### src/rtl/fp_pkg.sv
// Shared constants for the FPU round/pack stage: default widths, rounding modes,
// canonical NaN and flag bit positions.
package fp_pkg;

    localparam int DEF_EXP_W = 11;
    localparam int DEF_MAN_W = 53;

    localparam logic [1:0] RM_RNE = 2'b00;
    localparam logic [1:0] RM_RTZ = 2'b01;
    localparam logic [1:0] RM_RUP = 2'b10;
    localparam logic [1:0] RM_RDN = 2'b11;

    localparam logic [63:0] CANON_NAN = 64'h7FF8_0000_0000_0000;

    // out_flags = {overflow, underflow, inexact}
    localparam int FLG_OVF = 2;
    localparam int FLG_UDF = 1;
    localparam int FLG_NX  = 0;

endpackage

### src/rtl/fp_round_decide.sv
// Rounding increment decision from mode, sign, mantissa LSB and guard/round/sticky.
module fp_round_decide
    import fp_pkg::*;
(
    input  logic [1:0] rm,
    input  logic       sign,
    input  logic       lsb,
    input  logic [2:0] grs,
    output logic       inc,
    output logic       inexact
);

    logic any;

    always_comb begin
        any     = |grs;
        inexact = any;
        inc     = 1'b0;
        case (rm)
            RM_RNE:  inc = grs[2] & (grs[1] | grs[0] | lsb);
            RM_RTZ:  inc = 1'b0;
            RM_RUP:  inc = ~sign & any;
            RM_RDN:  inc = sign & any;
            default: inc = 1'b0;
        endcase
    end

endmodule

### src/rtl/fp_round_pack.sv
// Two-stage round-and-pack: S1 registers the operand and increment decision,
// S2 applies the increment, classifies and holds the packed IEEE word.
module fp_round_pack
    import fp_pkg::*;
#(
    parameter int EXP_W = DEF_EXP_W,
    parameter int MAN_W = DEF_MAN_W,
    localparam int W    = EXP_W + MAN_W
) (
    input  logic             clk,
    input  logic             rst,
    input  logic             in_valid,
    output logic             in_ready,
    input  logic             in_sign,
    input  logic [EXP_W-1:0] in_exp,
    input  logic [MAN_W-1:0] in_mant,
    input  logic [2:0]       in_grs,
    input  logic [1:0]       in_rm,
    input  logic             in_nan,
    input  logic             in_inf,
    output logic             out_valid,
    input  logic             out_ready,
    output logic [W-1:0]     out_result,
    output logic [2:0]       out_flags
);

    localparam logic [EXP_W-1:0] EXP_ONES = {EXP_W{1'b1}};
    localparam logic [EXP_W-1:0] EXP_MAX  = {{(EXP_W-1){1'b1}}, 1'b0};
    localparam logic [W-1:0]     QNAN     = {1'b0, EXP_ONES, 1'b1, {(MAN_W-2){1'b0}}};

    logic [2:1] vld_pipe;
    logic       s2_load;

    logic             s1_sign, s1_nan, s1_inf, s1_inc, s1_nx;
    logic [EXP_W-1:0] s1_exp;
    logic [MAN_W-1:0] s1_mant;
    logic [1:0]       s1_rm;

    logic in_inc, in_nx;

    fp_round_decide u_decide (
        .rm      (in_rm),
        .sign    (in_sign),
        .lsb     (in_mant[0]),
        .grs     (in_grs),
        .inc     (in_inc),
        .inexact (in_nx)
    );

    assign s2_load   = vld_pipe[1] & (~vld_pipe[2] | out_ready);
    assign in_ready  = ~vld_pipe[1] | s2_load;
    assign out_valid = vld_pipe[2];

    always_ff @(posedge clk or posedge rst) begin
        if (rst) begin
            vld_pipe[1] <= 1'b0;
            s1_sign     <= 1'b0;
            s1_exp      <= '0;
            s1_mant     <= '0;
            s1_rm       <= RM_RNE;
            s1_nan      <= 1'b0;
            s1_inf      <= 1'b0;
            s1_inc      <= 1'b0;
            s1_nx       <= 1'b0;
        end else if (in_ready) begin
            vld_pipe[1] <= in_valid;
            if (in_valid) begin
                s1_sign <= in_sign;
                s1_exp  <= in_exp;
                s1_mant <= in_mant;
                s1_rm   <= in_rm;
                s1_nan  <= in_nan;
                s1_inf  <= in_inf;
                s1_inc  <= in_inc;
                s1_nx   <= in_nx;
            end
        end
    end

    // Increment, carry-out renormalisation and classification feeding S2.
    logic [MAN_W:0]   sum;
    logic [EXP_W:0]   exp_r;
    logic [MAN_W-2:0] frac_r;
    logic             ovf, to_inf;
    logic [W-1:0]     res_d;
    logic [2:0]       flags_d;

    always_comb begin
        sum    = {1'b0, s1_mant} + {{MAN_W{1'b0}}, s1_inc};
        exp_r  = {1'b0, s1_exp} + {{EXP_W{1'b0}}, sum[MAN_W]};
        frac_r = sum[MAN_W] ? sum[MAN_W-1:1] : sum[MAN_W-2:0];
        ovf    = exp_r >= {1'b0, EXP_ONES};
        case (s1_rm)
            RM_RNE:  to_inf = 1'b1;
            RM_RUP:  to_inf = ~s1_sign;
            RM_RDN:  to_inf = s1_sign;
            default: to_inf = 1'b0;
        endcase

        res_d   = {s1_sign, exp_r[EXP_W-1:0], frac_r};
        flags_d = 3'b000;
        flags_d[FLG_NX] = s1_nx;
        if (s1_nan) begin
            res_d   = QNAN;
            flags_d = 3'b000;
        end else if (s1_inf) begin
            res_d   = {s1_sign, EXP_ONES, {(MAN_W-1){1'b0}}};
            flags_d = 3'b000;
        end else if (!s1_mant[MAN_W-1]) begin
            res_d   = {s1_sign, {(W-1){1'b0}}};
            flags_d = 3'b000;
        end else if (s1_exp == '0) begin
            // No denormal support: flush to signed zero.
            res_d            = {s1_sign, {(W-1){1'b0}}};
            flags_d          = 3'b000;
            flags_d[FLG_UDF] = 1'b1;
            flags_d[FLG_NX]  = 1'b1;
        end else if (ovf) begin
            res_d            = to_inf ? {s1_sign, EXP_ONES, {(MAN_W-1){1'b0}}}
                                      : {s1_sign, EXP_MAX, {(MAN_W-1){1'b1}}};
            flags_d          = 3'b000;
            flags_d[FLG_OVF] = 1'b1;
            flags_d[FLG_NX]  = 1'b1;
        end
    end

    always_ff @(posedge clk or posedge rst) begin
        if (rst) begin
            vld_pipe[2] <= 1'b0;
            out_result  <= '0;
            out_flags   <= '0;
        end else if (s2_load) begin
            vld_pipe[2] <= 1'b1;
            out_result  <= res_d;
            out_flags   <= flags_d;
        end else if (out_ready) begin
            vld_pipe[2] <= 1'b0;
        end
    end

endmodule

### config.mk
export PLATFORM = sky130hd
export DESIGN_NAME = fp_round_pack
export DESIGN_NICKNAME = d
export VERILOG_FILES = /design/src/rtl/fp_pkg.sv /design/src/rtl/fp_round_decide.sv /design/src/rtl/fp_round_pack.sv
export SDC_FILE = /design/constraint.sdc
export NUM_CORES = 1
export LEC_CHECK = 0
export BUFFER_PORTS_ARGS = -buffer_cell sky130_fd_sc_hd__clkbuf_2
export CAP_MARGIN = 20
export CORE_MARGIN = 5
export CORE_UTILIZATION = 40
export CTS_CLUSTER_SIZE = 14
export DETAILED_ROUTE_END_ITERATION = 6
export MAX_ROUTING_LAYER = met4
export PLACE_DENSITY = 0.58
export SETUP_SLACK_MARGIN = 0.05
export SYNTH_ARGS = -nofsm -noshare
export SYNTH_HDL_FRONTEND = slang
export SYNTH_HIERARCHICAL = 1
export SYNTH_SLANG_ARGS = --single-unit
### constraint.sdc
create_clock -name clk -period 13.7 [get_ports clk]
set_clock_uncertainty 0.15 [all_clocks]
set_input_delay 0.685 -clock clk [delete_from_list [all_inputs] [get_ports clk]]
set_output_delay 0.685 -clock clk [all_outputs]
set_load 0.01 [all_outputs]
== Yosys cells after proc, flatten, opt, wreduce, memory -nomap -nowiden ==
Cells that the tools add are included.

* $add $sub $neg: 2
* $mul: 0
* Divide/modulo/power cells: 0
* Order comparisons: 1
* Equality and inequality tests: 5
* Shift-type cells: 0
* Mux-type cells: 16
* Bitwise operators: 12
* Reductions and logical operators: 6

{| class="wikitable"
|+ Operators by type and width
! kind !! count
|-
| $mux 63 || 4
|-
| $mux 64 || 1
|-
| $add 53x1->54 || 1
|-
| $mux 53 || 1
|-
| $mux 52 || 1
|-
| $mux 3 || 5
|-
| $add 11x1->12 || 1
|-
| $ge 12x11->1 const B || 1
|-
| $logic_not 11->1 || 1
|-
| $eq 2x2->1 const B || 4
|-
| $and 1x1->1 || 4
|-
| $logic_not 2->1 || 2
|-
| $not 1->1 || 4
|-
| $or 1x1->1 || 4
|-
| $pmux 1 s4 || 1
|-
| $pmux 1 s3 || 1
|-
| $reduce_or 3->1 || 1
|-
| $eq 2x1->1 const B || 1
|-
| $mux 1 || 2
|-
| $reduce_and 2->1 || 1
|-
| $reduce_bool 2->1 || 1
|}

* Register bits: 140
* Latch bits: 0
* Memory bits (writable): 0
* ROM bits: 0
* Output and inout bits: 69
* Memories: 0

== Depth between registers and ports, before layout ==
Gate-level depths: netlist (run 1).

* Depth after elaboration: 8
* Depth in mapped cells: 18

== Hierarchy ==
Netlist (run 1), hierarchy kept.

{| class="wikitable"
|+ Modules (own cells, without submodules)
! module !! times used !! cells each !! area each (µm²) !! sequential area each (µm²)
|-
| fp_round_pack || 1 || 651 || 7131.8 || 3503.4
|-
| fp_round_decide || 1 || 7 || 40.0 || 0.0
|}

== Least setup slack after synthesis (run 1) ==
Ideal clock, no wire load.

* Path type: flip-flop to flip-flop
* Start: register s1_mant[30]
* End: register out_result[16]
* Setup time: 104 ps
* Data arrival time: 4089 ps
* Required time: 13446 ps
* Setup slack: 9357 ps
* Cell stages (with the launch flop): 17
* Clock period less this slack: 4343 ps
* Cells stage by stage: dfrtp_1 -> nand3_1 -> or4_1 -> nor4_2 -> nand3_1 -> nor3_1 -> ha_1 -> buf_4 -> nor4bb_1 -> o311ai_0 -> a21o_1 -> or4_4 -> and2_4 -> buf_6 -> or3_4 -> buf_6 -> o311ai_1

* Word-level cells in the longest chain between the ends: 8
* Elaborated cells between the ends (all ways): 9
* Classes of those cells: 2 x add/sub; 1 x order compare; 6 x mux

{| class="wikitable"
|+ RTL lines
! element !! RTL line !! text
|-
| start: declaration || fp_round_pack.sv:36 || <nowiki>logic [MAN_W-1:0] s1_mant;</nowiki>
|-
| start signal: assignment || fp_round_pack.sv:70 || <nowiki>s1_mant <= in_mant;</nowiki>
|-
| $add 53x1->54 * || fp_round_pack.sv:89 || <nowiki>sum = {1'b0, s1_mant} + {{MAN_W{1'b0}}, s1_inc};</nowiki>
|-
| $add 11x1->12 || fp_round_pack.sv:90 || <nowiki>exp_r = {1'b0, s1_exp} + {{EXP_W{1'b0}}, sum[MAN_W]};</nowiki>
|-
| $ge 12x11->1 || fp_round_pack.sv:92 || <nowiki>ovf = exp_r >= {1'b0, EXP_ONES};</nowiki>
|-
| $mux 63 * || fp_round_pack.sv:118 || <nowiki>end else if (ovf) begin</nowiki>
|-
| $mux 63 * || fp_round_pack.sv:112 || <nowiki>end else if (s1_exp == '0) begin</nowiki>
|-
| $mux 63 * || fp_round_pack.sv:109 || <nowiki>end else if (!s1_mant[MAN_W-1]) begin</nowiki>
|-
| $mux 63 * || fp_round_pack.sv:106 || <nowiki>end else if (s1_inf) begin</nowiki>
|-
| $mux 64 * || fp_round_pack.sv:103 || <nowiki>if (s1_nan) begin</nowiki>
|-
| end signal: assignment || fp_round_pack.sv:134 || <nowiki>out_result <= res_d;</nowiki>
|-
| end: declaration || fp_round_pack.sv:23 || <nowiki>output logic [W-1:0] out_result,</nowiki>
|}

Every way passes the cells marked *; elsewhere a longest branch is shown, timed or not.
A chain may end at the register's enable or synchronous reset.

== Final worst setup path (run 1) ==
* Start: register s1_mant[2]
* End: register out_result[46]

The elaborated chain is that of the path after synthesis.

==> results of run 1 <==
==> cell usage in the layout (no fill, tap or decap), types with 3 or more instances in the layout <==
master,netlist,routed
a21oi_1,3,3
a22o_1,26,26
a311oi_1,6,6
and2_1,4,4
and3_1,11,11
and3b_1,3,3
buf_4,3,6
clkbuf_1,19,4
clkbuf_16,0,17
clkbuf_2,0,144
clkbuf_8,0,3
clkinv_2,0,4
dfrtp_1,140,140
ha_1,4,4
inv_1,6,5
mux2_2,71,71
mux2i_1,3,3
nand2_1,94,92
nand2b_1,5,5
nand3_1,33,33
nand4_1,13,13
nor2_1,31,30
nor3_1,15,15
nor4_1,10,10
nor4bb_1,3,3
o21a_1,4,4
o21ai_0,7,7
o311ai_1,18,18
o311ai_2,6,6
or3_1,5,5
xnor2_1,27,27
xor2_1,32,32
==> metrics by stage <==
stage | area (µm²) | worst slack, ps | util
3_5_place_dp | 8020 | 8370 | 0.451
3_3_place_gp | 8020 | 8500 | 0.451
6_report | 8640 | 8450 | 0.486
5_1_grt | 8640 | 8130 | 0.486
4_1_cts | 8590 | 8330 | 0.483
2_1_floorplan | 7170 | 9110 | -
==> worst max-delay path, cell delays in order (launching register included) <==
cell and delay (ps):
dfrtp_1 440, and3_1 230, or3b_1 480, nor3_1 560, nand3_1 200, nor3_1 320, ha_1 480, nor4bb_1 310
o21ai_0 160, a21o_1 190, or4_4 540, nand3_1 540, buf_4 360, o311ai_1 130
==> synthesized netlist by cell type (3+ instances only) <==
cell and instances:
ha_1 4, a311oi_1 6, nand4_1 13, nand3_1 33, and3b_1 3, nor3_1 15, and2_1 4, or3_1 5
o311ai_2 6, mux2i_1 3, nor2_1 31, nor4bb_1 3, o21ai_0 7, o311ai_1 18, inv_1 6, buf_1 6
and3_1 11, xor2_1 32, nand2b_1 5, buf_2 8, clkbuf_1 19, nand2_1 94, mux2_2 71, dfrtp_1 140
a22o_1 26, xnor2_1 27, nor4_1 10, buf_6 5, a21oi_1 3, o21a_1 4, buf_4 3
==> state kept, by name (all words and copies together), names as in the netlist, 2 cells and up <==
signal / count
out_result: 64
s1_exp: 11
s1_rm: 2
out_flags: 3
s1_mant: 53
==> layer usage <==
| metal | up-vias | track usage |
|---|---|---|
| met5 | - | - |
| met4 | 0 | 0.0679 |
| met3 | 24 | 0.0349 |
| met2 | 178 | 0.319 |
| met1 | 2774 | 0.267 |
| li1 | 2644 | - |
==> logic make-up (layout without fill, tap and decap cells) <==
family | count (synthesis) | after routing | synth area share
compound gates | 84 | 84 | 0.102
xor+xnor | 59 | 59 | 0.0721
fa+ha+maj | 4 | 4 | 0.00698
buf+inv | 47 | 190 | 0.0328
flops | 140 | 140 | 0.488
mux | 74 | 74 | 0.116
simple gates | 250 | 250 | 0.182
==> layout make-up <==
cell class	instances	area [µm²]	area share
Clock inverter	7	88.8	0.0103
Clock buffer	24	482	0.0557
Timing Repair Buffer	153	816	0.0944
Multi-Input combinational cell	471	3440	0.398
Tap cell	229	287	0.0331
Inverter	6	27.5	0.00318
Sequential cell	140	3500	0.405
==> where the power goes <==
part	internal, W	total (W)	switching, W
Sequential	0.000468	0.000534	0.0000659
Combinational	0.0000989	0.000200	0.000101
Clock	0.000281	0.000449	0.000168
Total	0.000848	0.00118	0.000335
==> worst min path at each step <==
stage / startpoint / to / depth (start not counted)
floorplan: vld_pipe[1] / out_valid / 1
global placement: out_result[63] / out_result[63] / 2
detailed placement: s1_nx / s1_nx / 1
CTS: rst / out_result[42] / 2
global route: rst / out_result[40] / 2
finish: rst / out_result[34] / 2
==> results.sh, run 1 <==
export IMPL_h_tree_depth=4
export IMPL_grt_max_degree=80
export IMPL_placed_cells=996
export IMPL_wire_per_inst_um=19.0
export IMPL_synth_top_cell_area_share=0.488
export IMPL_antenna_left=0
export IMPL_max_freq_ghz=0.191
export IMPL_endpoint_kind="flip-flop"
export IMPL_firstDrtPassIters=5
export IMPL_worst_pin_slew_ps=956
export IMPL_drt_met1_wl_mm=8.78
export IMPL_p_per_area_mw_per_mm2=137
export IMPL_gr_total_overflow=0
export IMPL_initial_core_util=0.403
export IMPL_cts_buffers=17
export IMPL_ir_worst_vdd_uv=88.0
export IMPL_cts_root_buf="clkbuf_16"
export IMPL_wl_met3_um=961
export IMPL_cts_setup_buffers=0
export IMPL_vias=5620
export IMPL_rsz0062_at_grt="false"
export IMPL_cp_arrival_ps=5370
export IMPL_grtUsageTotal=0.203
export IMPL_r2r_cells=13
export IMPL_drt_total_wl_mm=19.6
export IMPL_synth_seq_cells=140
export IMPL_grt_antenna_before_repair=0
export IMPL_relSlewSlack=0.363
export IMPL_die_x_um=144
export IMPL_endpoint="out_result[46]"
export IMPL_drive_gt1_frac=0.338
export IMPL_finalHoldWorstSlack_ps=198
export IMPL_cts_tree="yes"
export IMPL_fillers=1687
export IMPL_dp_hpwl_mm=14.0
export IMPL_tns_ps=0
export IMPL_yosysWarningCount=6
export IMPL_synth_avg_cell_area_um2=10.9
export IMPL_ctsHoldBuffers=0
export IMPL_rows=49
export IMPL_hold_viol=0
export IMPL_synth_enable_flop_cells=0
export IMPL_drv_slew=0
export IMPL_crit_fanout=14
export IMPL_yosysSeqAreaShare=0.488
export IMPL_clockBufferDepth=2
export IMPL_synth_area_leaders="dfrtp_1 49%, mux2_2 11%, nand2_1 4.9%"
export IMPL_cts_sinks=140
export IMPL_synth_ff_type="dfrtp_1"
export IMPL_status="completed"
export IMPL_postSynthCellCount=658
export IMPL_final_cells=1030
export IMPL_cts_clk_slew_worst_paths_ps=60
export IMPL_fin_crit_sh=0.383
export IMPL_cp_required_ps=13820
export IMPL_hold_class="input port to async pin"
export IMPL_final_nets=869
export IMPL_diodes=0
export IMPL_grt_pass1_vias=5801
export IMPL_post_cts_resized=0
export IMPL_synth_async_sr_flop_share=1.00
export IMPL_drc_errors=0
export IMPL_die_h_um=144
export IMPL_maxCapViolations=0
export IMPL_ios=145
export IMPL_core_region_area_mm2=0.0178
export IMPL_routed_via_density=5.46
export IMPL_grt_pass1_wl_mm=31.6
export IMPL_clk_latency_ps=420
export IMPL_reg2reg_to="out_result[46]"
export IMPL_r2r_start="s1_mant[2]"
export IMPL_place_congestion=0.852
export IMPL_top_layer="met4"
export IMPL_worstSetupPathType="flip-flop to flip-flop"
export IMPL_drt_iter0_drc=359
export IMPL_portBuffers=144
export IMPL_route_met2_wl_mm=9.51
export IMPL_synth_area_mm2=0.00717
export IMPL_finalSetupViolations=0
export IMPL_ys_types=58
export IMPL_syn_nets=738
export IMPL_dieArea_mm2=0.0207
export IMPL_crit_start="s1_mant[2]"
export IMPL_yosysTopAreaCell="dfrtp_1"
export IMPL_leakagePower_nw=3.84
export IMPL_reg2reg_setup_slack_ps=8450
export IMPL_area_growth_pct=20.5
export IMPL_crit_path_start_kind="flip-flop"
export IMPL_finalPower_w=0.00118
export IMPL_period_needed_ps=5250
Power figures use the tool's default switching activity.
==> run 2, diff against run 1 <==
- ABC_AREA: default -> 1
- clock period: 13.7 -> 5 ns (I/O delays scaled with it)
==> run 2 against run 1 <==
Net effect: synthesized cell count increased by 57%; clock-buffer cell count decreased by 4; clock power increased to 2.9 times the previous value; global-route usage increased by 4.7 points.
==> results.sh, run 2 <==
export IMPL_grt_pass1_wl_mm=41.9
export IMPL_die_x_um=150
export IMPL_final_area_mm2=0.0101
export IMPL_dp_hpwl_mm=19.6
export IMPL_antenna_left=0
export IMPL_grt_antenna_before_repair=0
export IMPL_ctsHoldBuffers=71
export IMPL_worst_pin_slew_ps=930
export IMPL_ios=145
export IMPL_tns_ps=0
export IMPL_crit_fanout=33
export IMPL_r2r_cells=22
export IMPL_fin_crit_sh=0.836
export IMPL_relSlewSlack=0.380
export IMPL_die_h_um=150
export IMPL_synth_compound_area_frac=0.0950
export IMPL_synth_async_sr_flop_share=1.00
export IMPL_rsz0062_at_grt="false"
export IMPL_placed_cells=1412
export IMPL_crit_path_start_kind="flip-flop"
export IMPL_cts_tree="yes"
export IMPL_synth_seq_cells=140
export IMPL_cp_required_ps=5150
export IMPL_drt_total_wl_mm=26.3
export IMPL_cts_buffers=17
export IMPL_synth_avg_cell_area_um2=7.59
export IMPL_ir_worst_vdd_uv=232
export IMPL_grtUsageTotal=0.249
export IMPL_worstSetupPathType="flip-flop to flip-flop"
export IMPL_dieArea_mm2=0.0225
export IMPL_status="completed"
export IMPL_leakagePower_nw=4.86
export IMPL_yosysSeqAreaShare=0.447
export IMPL_regArea_mm2=0.00350
export IMPL_mostFrequentLayoutCells="286 x nand2_1, 155 x nor2_1, 144 x clkbuf_2, 140 x dfrtp_1, 71 x dlygate4sd3_1"
export IMPL_cts_root_buf="clkbuf_16"
export IMPL_seqPwrFrac=0.411
export IMPL_multiInputGateArea_mm2=0.00389
export IMPL_hold_class="input port to flip-flop"
export IMPL_gr_total_overflow=0
export IMPL_synth_most_common_cell="nand2_1"
export IMPL_synth_top_family_by_area="simple AND/OR/NAND/NOR gates"
export IMPL_post_cts_resized=0
export IMPL_clockBufferDepth=2
export IMPL_hold_viol=0
export IMPL_finalPower_w=0.00356
export IMPL_period_needed_ps=4180
export IMPL_p_int_w=0.00237
export IMPL_synth_common_cells="288 x nand2_1, 155 x nor2_1, 140 x dfrtp_1"
export IMPL_p_per_area_mw_per_mm2=354
export IMPL_final_common_cell="nand2_1"
export IMPL_clk_latency_ps=420
export IMPL_grt_max_degree=101
export IMPL_synth_top_cell_area_share=0.447
export IMPL_syn_nets=1112
export IMPL_synth_ff_type="dfrtp_1"
export IMPL_routed_via_density=5.03
export IMPL_maxCapViolations=0
export IMPL_yosysWarningCount=6
export IMPL_cts_sinks=140
export IMPL_rows=51
export IMPL_postSynthCellCount=1032
export IMPL_yosys_area_share_simple=0.317
export IMPL_ys_types=38
export IMPL_vias=7621
export IMPL_fillers=1951
export IMPL_synth_area_leaders="dfrtp_1 45%, nand2_1 14%, nor2_1 7.4%"
export IMPL_place_congestion=1.00
export IMPL_h_tree_depth=4
export IMPL_drv_slew=0
export IMPL_hold_depth=4
export IMPL_grt_pass1_vias=7416
export IMPL_max_freq_ghz=0.239
export IMPL_final_cells=1515
export IMPL_cts_clk_slew_worst_paths_ps=60
export IMPL_finalSetupViolations=0
export IMPL_clkPwrFrac=0.359
export IMPL_top_regs="out_result: 64 flops, s1_mant: 53 flops, s1_exp: 11 flops"
export IMPL_comb_power_share=0.231
export IMPL_postPlaceCellArea_mm2=0.00877
export IMPL_drt_iter0_drc=552
export IMPL_firstDrtPassIters=5
export IMPL_fin_util=0.519
export IMPL_reg2reg_setup_slack_ps=820
export IMPL_area_growth_pct=28.4
export IMPL_synth_xor_area_share=0.0335
export IMPL_cts_setup_buffers=0
export IMPL_initial_core_util=0.404
export IMPL_drive_gt1_frac=0.196
export IMPL_portBuffers=144
export IMPL_diodes=0
export IMPL_cp_arrival_ps=4330
export IMPL_endpoint_kind="flip-flop"
export IMPL_synth_mux_area_frac=0.0431
export IMPL_largest_reg_flops=64
export IMPL_p_sw_w=0.00120
export IMPL_yosysTopAreaCell="dfrtp_1"
export IMPL_synth_area_mm2=0.00784
export IMPL_core_region_area_mm2=0.0194
export IMPL_synthAdderAreaFrac=0.00639
export IMPL_top_register="out_result"
export IMPL_final_nets=1317
export IMPL_sw_frac_of_total=0.335
export IMPL_wire_per_inst_um=17.4
export IMPL_synth_enable_flop_cells=0
export IMPL_drc_errors=0
run 2: cell types whose count changed in the layout (fill, tap and decap cells not counted), moves of 33 or more:
cell	delta
nand2_1	+194
nor2_1	+125
dlygate4sd3_1	+71
a21oi_1	+65
inv_1	+65
mux2_2	-41
o21ai_0	+33
run 2: layer usage:
metal / vias up / global-route usage / routed length, µm
met2: 224 / 0.369 / 11800
li1: 3775 / - / -
met4: 0 / 0.0604 / 351
met1: 3598 / 0.361 / 12600
met3: 24 / 0.0373 / 1500
met5: - / - / 0
run 2: layout make-up:
| type | count | share of cell area |
|---|---|---|
| Tap cell | 265 | 0.0330 |
| Timing Repair Buffer | 219 | 0.145 |
| Clock buffer | 20 | 0.0444 |
| Clock inverter | 12 | 0.0134 |
| Multi-Input combinational cell | 783 | 0.387 |
| Inverter | 76 | 0.0291 |
| Sequential cell | 140 | 0.348 |
run 2: final timing paths:
path                                     start        endpoint
worst max-delay path                    s1_inc   out_result[9]
worst min-delay path                 in_grs[1]           s1_nx
worst max register to register          s1_inc   out_result[9]
worst min register to register  out_result[23]  out_result[23]
max in group asynchronous                  rst     s1_mant[34]
min in group asynchronous                  rst        s1_rm[1]
run 2: power by group through the flow:
stage	logic (W)	registers [W]	clock network (W)
floorplan	0.000476	0.00146	0
global placement	0.000775	0.00148	0
detailed placement	0.000775	0.00148	0
CTS	0.000823	0.00146	0.00129
global route	0.000921	0.00148	0.00136
finish	0.000822	0.00146	0.00128
run 2: worst max-delay path, stage by stage (launching register included):
cell,delay (ps)
dfrtp_1,360
ha_1,180
inv_1,90
nor2_4,190
nand3_1,190
nor4_1,190
and3_1,210
nand3_1,70
nor3_1,220
ha_1,230
nand2_1,130
nor2_2,160
nor2_1,60
nor2_2,130
nand3_1,80
nor2_1,130
nand3_2,110
nand2_4,330
nand2_2,140
nand2_4,260
inv_4,180
o21ai_0,140
nand2_1,80
run 2: cell families after synthesis:
logic type | after synthesis
AND/OR/NAND/NOR | 580
flip-flops | 140
AO/OA/AOI/OAI | 139
buffers and inverters | 109
XOR/XNOR | 30
multiplexers | 30
adder cells (fa/ha/maj) | 4
run 2: metrics by stage:
stage / worst slack [ps] / hold WS, ps
floorplan: 847 / 251
global placement: 948 / 312
detailed placement: 927 / 316
CTS: 839 / 25.1
global route: 277 / 32.6
finish: 820 / 30.3
